<file path="config.mk">
export PLATFORM = sky130hd
export DESIGN_NAME = cpsr_flag_update_flat
export DESIGN_NICKNAME = d
export VERILOG_FILES = /design/src/rtl/cpsr_flag_update_if.sv /design/src/rtl/cpsr_flag_update.sv /design/src/flat_wrapper.sv
export SDC_FILE = /design/constraint.sdc
export NUM_CORES = 1
export LEC_CHECK = 0
export BUFFER_PORTS_ARGS = -buffer_cell sky130_fd_sc_hd__buf_2
export CAP_MARGIN = 40
export CORE_UTILIZATION = 29
export CTS_CLUSTER_SIZE = 12
export DETAILED_ROUTE_END_ITERATION = 12
export GPL_TIMING_DRIVEN = 0
export HOLD_SLACK_MARGIN = 0.03
export PLACE_DENSITY = 0.74
export SKIP_CTS_REPAIR_TIMING = 1
export SYNTH_ARGS = -nofsm -noshare
export SYNTH_HDL_FRONTEND = slang
export SYNTH_SLANG_ARGS = --single-unit
export TNS_END_PERCENT = 20
</file>
<file path="constraint.sdc">
create_clock -name clk -period 1.3 [get_ports clk]
set_input_delay 0 -clock clk [delete_from_list [all_inputs] [get_ports clk]]
set_output_delay 0 -clock clk [all_outputs]
set_load 0.005 [all_outputs]
</file>
<file path="src/rtl/cpsr_flag_update_if.sv">
// rtl/cpsr_flag_update_if.sv - issue/writeback/MSR bus between pipeline control and the CPSR writer
//
// Purpose: groups the issue handshake, flag writeback, MSR commit and CPSR status
//          signals of cpsr_flag_update into one bundle.
// Signals:
//   issue_valid, issue_s       issue of an instruction, and whether it sets flags
//   issue_ready                0 = no room to track another flag-setting instruction
//   wb_valid, wb_s             writeback commit, and whether it writes flags
//   wb_mask[3:0], wb_nzcv[3:0] per-flag enable / value, ordered {N,Z,C,V}
//   msr_valid, msr_fields[3:0] MSR commit and byte mask {f,s,x,c}
//   msr_data[31:0]             MSR source operand
//   cpsr[31:0], cpsr_fwd[31:0] registered CPSR and its next-edge value
//   flags_busy, flag_err       writers outstanding / sticky underflow
// Modports: master = pipeline side (drives requests), slave = cpsr_flag_update.

interface cpsr_flag_update_if;
  logic        issue_valid;
  logic        issue_s;
  logic        issue_ready;
  logic        wb_valid;
  logic        wb_s;
  logic [3:0]  wb_mask;
  logic [3:0]  wb_nzcv;
  logic        msr_valid;
  logic [3:0]  msr_fields;
  logic [31:0] msr_data;
  logic [31:0] cpsr;
  logic [31:0] cpsr_fwd;
  logic        flags_busy;
  logic        flag_err;

  modport master (
    output issue_valid, issue_s, wb_valid, wb_s, wb_mask, wb_nzcv,
           msr_valid, msr_fields, msr_data,
    input  issue_ready, cpsr, cpsr_fwd, flags_busy, flag_err
  );

  modport slave (
    input  issue_valid, issue_s, wb_valid, wb_s, wb_mask, wb_nzcv,
           msr_valid, msr_fields, msr_data,
    output issue_ready, cpsr, cpsr_fwd, flags_busy, flag_err
  );
endinterface

</file>
<file path="src/rtl/cpsr_flag_update.sv">
// rtl/cpsr_flag_update.sv - architectural CPSR owner and condition-flag writer
//
// Purpose: holds the CPSR, commits NZCV writebacks and MSR writes into it, and
//          counts outstanding flag-setting instructions so issue can stall
//          conditional instructions until their flags are final.
// Ports:
//   clk    in  clock, rising edge
//   rst_n  in  asynchronous reset, active low
//   bus    cpsr_flag_update_if.slave (issue/wb/msr inputs, cpsr/cpsr_fwd/
//          issue_ready/flags_busy/flag_err outputs)
// Parameters:
//   PEND_W     width of the outstanding flag-writer counter (max 2**PEND_W-1)
//   RESET_CPSR CPSR value at reset
// Configuration macro:
//   CPSR_CTRL_WR_EN  when defined, MSR may write the s, x and c bytes as well;
//                    otherwise only the flags byte is MSR-writable and
//                    cpsr[23:0] stays RESET_CPSR[23:0].

module cpsr_flag_update #(
  parameter int          PEND_W     = 2,
  parameter logic [31:0] RESET_CPSR = 32'h0000_00D3
) (
  input  logic              clk,
  input  logic              rst_n,
  cpsr_flag_update_if.slave bus
);

  localparam logic [PEND_W-1:0] CNT_MAX = {PEND_W{1'b1}};

  logic [31:0]       cpsr_q;
  logic [31:0]       cpsr_next;
  logic [PEND_W-1:0] pend_cnt;
  logic [PEND_W-1:0] pend_cnt_next;
  logic              flag_err_q;
  logic              flag_err_next;
  logic              inc;
  logic              dec;
  logic              ready;

  assign ready = (pend_cnt != CNT_MAX);
  // An S-issue that arrives while the counter is full is not tracked.
  assign inc   = bus.issue_valid & bus.issue_s & ready;
  assign dec   = bus.wb_valid & bus.wb_s;

  always_comb begin
    pend_cnt_next = pend_cnt;
    flag_err_next = flag_err_q;
    if (inc && !dec) begin
      pend_cnt_next = pend_cnt + 1'b1;
    end else if (dec && !inc) begin
      if (pend_cnt == '0) begin
        flag_err_next = 1'b1;
      end else begin
        pend_cnt_next = pend_cnt - 1'b1;
      end
    end
  end

  // Flag commit first, then MSR: a set f field therefore overrides the
  // writeback for the whole top byte, while disjoint bytes both apply.
  always_comb begin
    cpsr_next = cpsr_q;
    if (dec) begin
      for (int i = 0; i < 4; i++) begin
        if (bus.wb_mask[i]) begin
          cpsr_next[28+i] = bus.wb_nzcv[i];
        end
      end
    end
    if (bus.msr_valid) begin
      if (bus.msr_fields[3]) cpsr_next[31:24] = bus.msr_data[31:24];
`ifdef CPSR_CTRL_WR_EN
      if (bus.msr_fields[2]) cpsr_next[23:16] = bus.msr_data[23:16];
      if (bus.msr_fields[1]) cpsr_next[15:8]  = bus.msr_data[15:8];
      if (bus.msr_fields[0]) cpsr_next[7:0]   = bus.msr_data[7:0];
`endif
    end
  end

`ifndef CPSR_CTRL_WR_EN
  // Low MSR bytes have no destination in this build.
  logic unused_msr_low;
  assign unused_msr_low = ^{bus.msr_fields[2:0], bus.msr_data[23:0]};
`endif

  always_ff @(posedge clk or negedge rst_n) begin
    if (!rst_n) begin
      cpsr_q     <= RESET_CPSR;
      pend_cnt   <= '0;
      flag_err_q <= 1'b0;
    end else begin
      cpsr_q     <= cpsr_next;
      pend_cnt   <= pend_cnt_next;
      flag_err_q <= flag_err_next;
    end
  end

  assign bus.cpsr        = cpsr_q;
  assign bus.cpsr_fwd    = cpsr_next;
  assign bus.issue_ready = ready;
  assign bus.flags_busy  = (pend_cnt != '0);
  assign bus.flag_err    = flag_err_q;

endmodule
</file>
<file path="src/flat_wrapper.sv">
// flat-port wrapper written by rule: the top's interface ports become plain ports
module cpsr_flag_update_flat 
#(
  parameter int          PEND_W     = 2,
  parameter logic [31:0] RESET_CPSR = 32'h0000_00D3
)
  (clk, rst_n, bus_issue_valid, bus_issue_s, bus_wb_valid, bus_wb_s, bus_wb_mask, bus_wb_nzcv, bus_msr_valid, bus_msr_fields, bus_msr_data, bus_issue_ready, bus_cpsr, bus_cpsr_fwd, bus_flags_busy, bus_flag_err);
  cpsr_flag_update_if bus_i ();
  input  logic clk;
  input  logic rst_n;
  input wire logic [$bits(bus_i.issue_valid)-1:0] bus_issue_valid;
  input wire logic [$bits(bus_i.issue_s)-1:0] bus_issue_s;
  input wire logic [$bits(bus_i.wb_valid)-1:0] bus_wb_valid;
  input wire logic [$bits(bus_i.wb_s)-1:0] bus_wb_s;
  input wire logic [$bits(bus_i.wb_mask)-1:0] bus_wb_mask;
  input wire logic [$bits(bus_i.wb_nzcv)-1:0] bus_wb_nzcv;
  input wire logic [$bits(bus_i.msr_valid)-1:0] bus_msr_valid;
  input wire logic [$bits(bus_i.msr_fields)-1:0] bus_msr_fields;
  input wire logic [$bits(bus_i.msr_data)-1:0] bus_msr_data;
  output wire logic [$bits(bus_i.issue_ready)-1:0] bus_issue_ready;
  output wire logic [$bits(bus_i.cpsr)-1:0] bus_cpsr;
  output wire logic [$bits(bus_i.cpsr_fwd)-1:0] bus_cpsr_fwd;
  output wire logic [$bits(bus_i.flags_busy)-1:0] bus_flags_busy;
  output wire logic [$bits(bus_i.flag_err)-1:0] bus_flag_err;
  assign bus_i.issue_valid = bus_issue_valid;
  assign bus_i.issue_s = bus_issue_s;
  assign bus_i.wb_valid = bus_wb_valid;
  assign bus_i.wb_s = bus_wb_s;
  assign bus_i.wb_mask = bus_wb_mask;
  assign bus_i.wb_nzcv = bus_wb_nzcv;
  assign bus_i.msr_valid = bus_msr_valid;
  assign bus_i.msr_fields = bus_msr_fields;
  assign bus_i.msr_data = bus_msr_data;
  assign bus_issue_ready = bus_i.issue_ready;
  assign bus_cpsr = bus_i.cpsr;
  assign bus_cpsr_fwd = bus_i.cpsr_fwd;
  assign bus_flags_busy = bus_i.flags_busy;
  assign bus_flag_err = bus_i.flag_err;
  cpsr_flag_update #(.PEND_W(PEND_W), .RESET_CPSR(RESET_CPSR)) u_core (.clk(clk), .rst_n(rst_n), .bus(bus_i));
endmodule
</file>
==> key figures <==
Yosys
  • YS warnings: 0
  • Largest cells by area after synthesis: buf_4 39%, dfrtp_1 30%, mux2i_1 4.3%, mux2_4 3.2%, ha_1 2.7%
  • Seq/Total Area, Yosys: 0.297
  • Average cell area after synthesis: roughly 9 um2
  • Cells after Synth: 103
  • Flops & latches, synth: 11
  • Distinct cells, synth: 21
  • Synth top area share: 0.389
  • Cell taking the most area after synthesis: buf_4
  • Mapped Area: 926 um2

Critical path
  • Cells on worst reg2reg path: 6
  • Crit end category: flip-flop
  • Setup slack, reg-to-reg: 0.02 ns
  • Worst-path cell chain: nand2_2 > nand3_4 > ha_4 > nor3b_2 > o21ai_1 > nand2_1
  • Critical-path top delay cell: dfrtp_1
  • Critical path type: reg -> reg
  • CP Max Fanout: 6
  • RR Endpoint: u_core.pend_cnt[1]
  • Worst EP arrival: around 1.4 ns
  • CP startpoint: u_core.pend_cnt[0]
  • Crit path to: u_core.pend_cnt[1]
  • Worst r2r src: u_core.pend_cnt[0]
  • CP peak stage delay: approximately 0.43 ns
  • Worst setup SP type: flip-flop
  • CP Data Required Time: 1.45 ns

Global routing
  • Gr usage total: 0.0910
  • Initial antenna violation count: 0
  • Vias in the first global route: 592
  • First-pass GRT wire length: ~2400 um
  • Pin count of the biggest net entering global routing: 12
  • Overflow after GRT: 0

Floorplan
  • Core area: 0.00305 mm2
  • Die W: 58.5 um
  • Die area: 0.00342 mm2
  • Die H: 58.5 um
  • FP Rows: 20
  • I/O pin cnt: 118
  • Starting Density: 0.303

CTS
  • Bufs on Longest Clock Path: 2
  • CTS tree: built
  • Clk slew on worst S/H paths: 0.06 ns
  • CTS H-Tree Depth: 1
  • Clk sinks: 11
  • Clk Tree Root Cell: clkbuf_4
  • TritonCTS Buffers: 3
  • Clk_lat worst skew: 0.26 ns

STA
  • Finish-stage setup viols: 0
  • Post-route minimum period: 1.28 ns
  • Fin crit share: 0.982
  • Clock Skew: about 0.00028 ns
  • Unrepaired setup endpoints after global routing: yes
  • Hold Violations, Final: 0
  • Fin. max-slew vios: 0
  • Fmax: between 700 and 800 MHz

Routing
  • Avg WL per Cell: roughly 7 um
  • Vias: 793
  • Vias/cell: 3.20
  • Iteration count of the initial detailed-routing pass: 5
  • First DRT Iteration DRCs: 6
  • Wirelength, routed: around 1800 um
  • Drt drc: 0
  • Antenna-violating nets left: 0

Final layout
  • # diodes: 0
  • Final Cell Area: 0.00152 mm2
  • Final core utilization: 0.498
  • Final net count: approximately 260
  • Commonest non-fill, non-tap cell in the layout: buf_4
  • Share of post-route cells with drive strength above 1: 0.525
  • Area grow syn2layout: 64.2%
  • Most frequent cells in the layout: 50 x buf_4, 48 x conb_1, 42 x buf_2

Pwr
  • Leak pwr: 0.904 nW
  • Peak supply drop: between 0.5 and 0.6 mV
  • Areal power density over the cells: ~720 mW/mm2
  • Tot Pwr: 0.00110 W

Hold path
  • Min-Delay Path Class: in -> reg

Placement
  • Hpwl dp: 1410 um
  • Port Buffers: 42
  • GPL Wtd Cong: 0.711
  • Placed Area: around 0.0014 mm2

Job
  • Max Cap Viol: 0

Status
  • Status: complete, no violations
synthesized netlist by cell type:
cell,number
a21oi_1,4
and2_1,1
buf_4,48
buf_6,1
conb_1,2
dfrtp_1,11
ha_1,2
inv_1,2
mux2_2,2
mux2_4,2
mux2i_1,4
nand2_1,4
nand2_2,1
nand2b_1,1
nand3_1,5
nor2_1,5
nor2b_1,2
nor3b_1,1
o21ai_0,3
o21bai_1,1
or2_1,1
per-layer routing:
layer / track usage / vias to the layer above / share of wire
met5: 0 / - / 0
met4: 0.0408 / 0 / 0
met2: 0.166 / 50 / 0.52
li1: - / 434 / -
met1: 0.102 / 309 / 0.38
met3: 0.0176 / 0 / 0.097
flip-flops by register name, summed over array words and instances, names as in the netlist:
register and flops:
u_core.bus.flag_err 1, u_core.bus.cpsr 8, u_core.pend_cnt 2
worst max-delay path, delay by kind of cell, from the launching register on:
kind                       cells  cell delay, ns
AOI/OAI and AO/OA              1            0.12
and+or+nand+nor                4            0.31
DFF                            1            0.43
adders and majority gates      1            0.30
kinds of logic (layout without fill, tap and decap cells):
| kind of cell | count (synthesis) | in the layout | share of synthesized area |
|---|---|---|---|
| DFF | 11 | 11 | 0.297 |
| other | 2 | 48 | 0.00811 |
| adders and majority gates | 2 | 2 | 0.0270 |
| and+or+nand+nor | 21 | 21 | 0.112 |
| muxes | 8 | 8 | 0.100 |
| AOI/OAI and AO/OA | 8 | 8 | 0.0459 |
| buffers and inverters | 51 | 106 | 0.409 |
report_power, final:
group / total, W / switching (W) / internal, W
sequential: 0.000428 / 0.0000355 / 0.000392
clock: 0.000218 / 0.000100 / 0.000118
combinational: 0.000450 / 0.000184 / 0.000266
total: 0.00110 / 0.000319 / 0.000777
how the worst min path moves through the flow:
stage / startpoint / endpoint / slack (ns) / cells past startpoint
finish: bus_msr_data[28] / u_core.bus.cpsr[28] / 0.03 / 3
global route: bus_msr_data[30] / u_core.bus.cpsr[30] / 0.08 / 3
CTS: rst_n / u_core.bus.cpsr[25] / -0.41 / 1
detailed placement: rst_n / u_core.bus.cpsr[27] / -0.12 / 1
global placement: rst_n / u_core.bus.cpsr[27] / -0.12 / 1
floorplan: rst_n / u_core.bus.cpsr[24] / -0.30 / 0
metrics by stage:
step | worst slack (ns) | hold slack [ns] | setup TNS [ns] | std cells
floorplan | 0.0264 | -0.296 | 0 | 149
detailed placement | -0.0717 | -0.121 | -0.0717 | 235
global placement | -0.0510 | -0.122 | -0.0510 | 235
global route | -0.0421 | 0.0759 | -0.0434 | 248
finish | 0.0234 | 0.0333 | 0 | 248
CTS | -0.0827 | -0.409 | -0.0827 | 239
layout make-up:
cell class,instances,area (um2)
plain buffers,49,372
clock buffers,4,26.3
fillers,316,1530
inverters,2,7.51
multi-input cells,87,489
flip-flops and latches,11,275
well taps,44,55.1
repair buffers,51,295
Power figures use the tool's default switching activity.
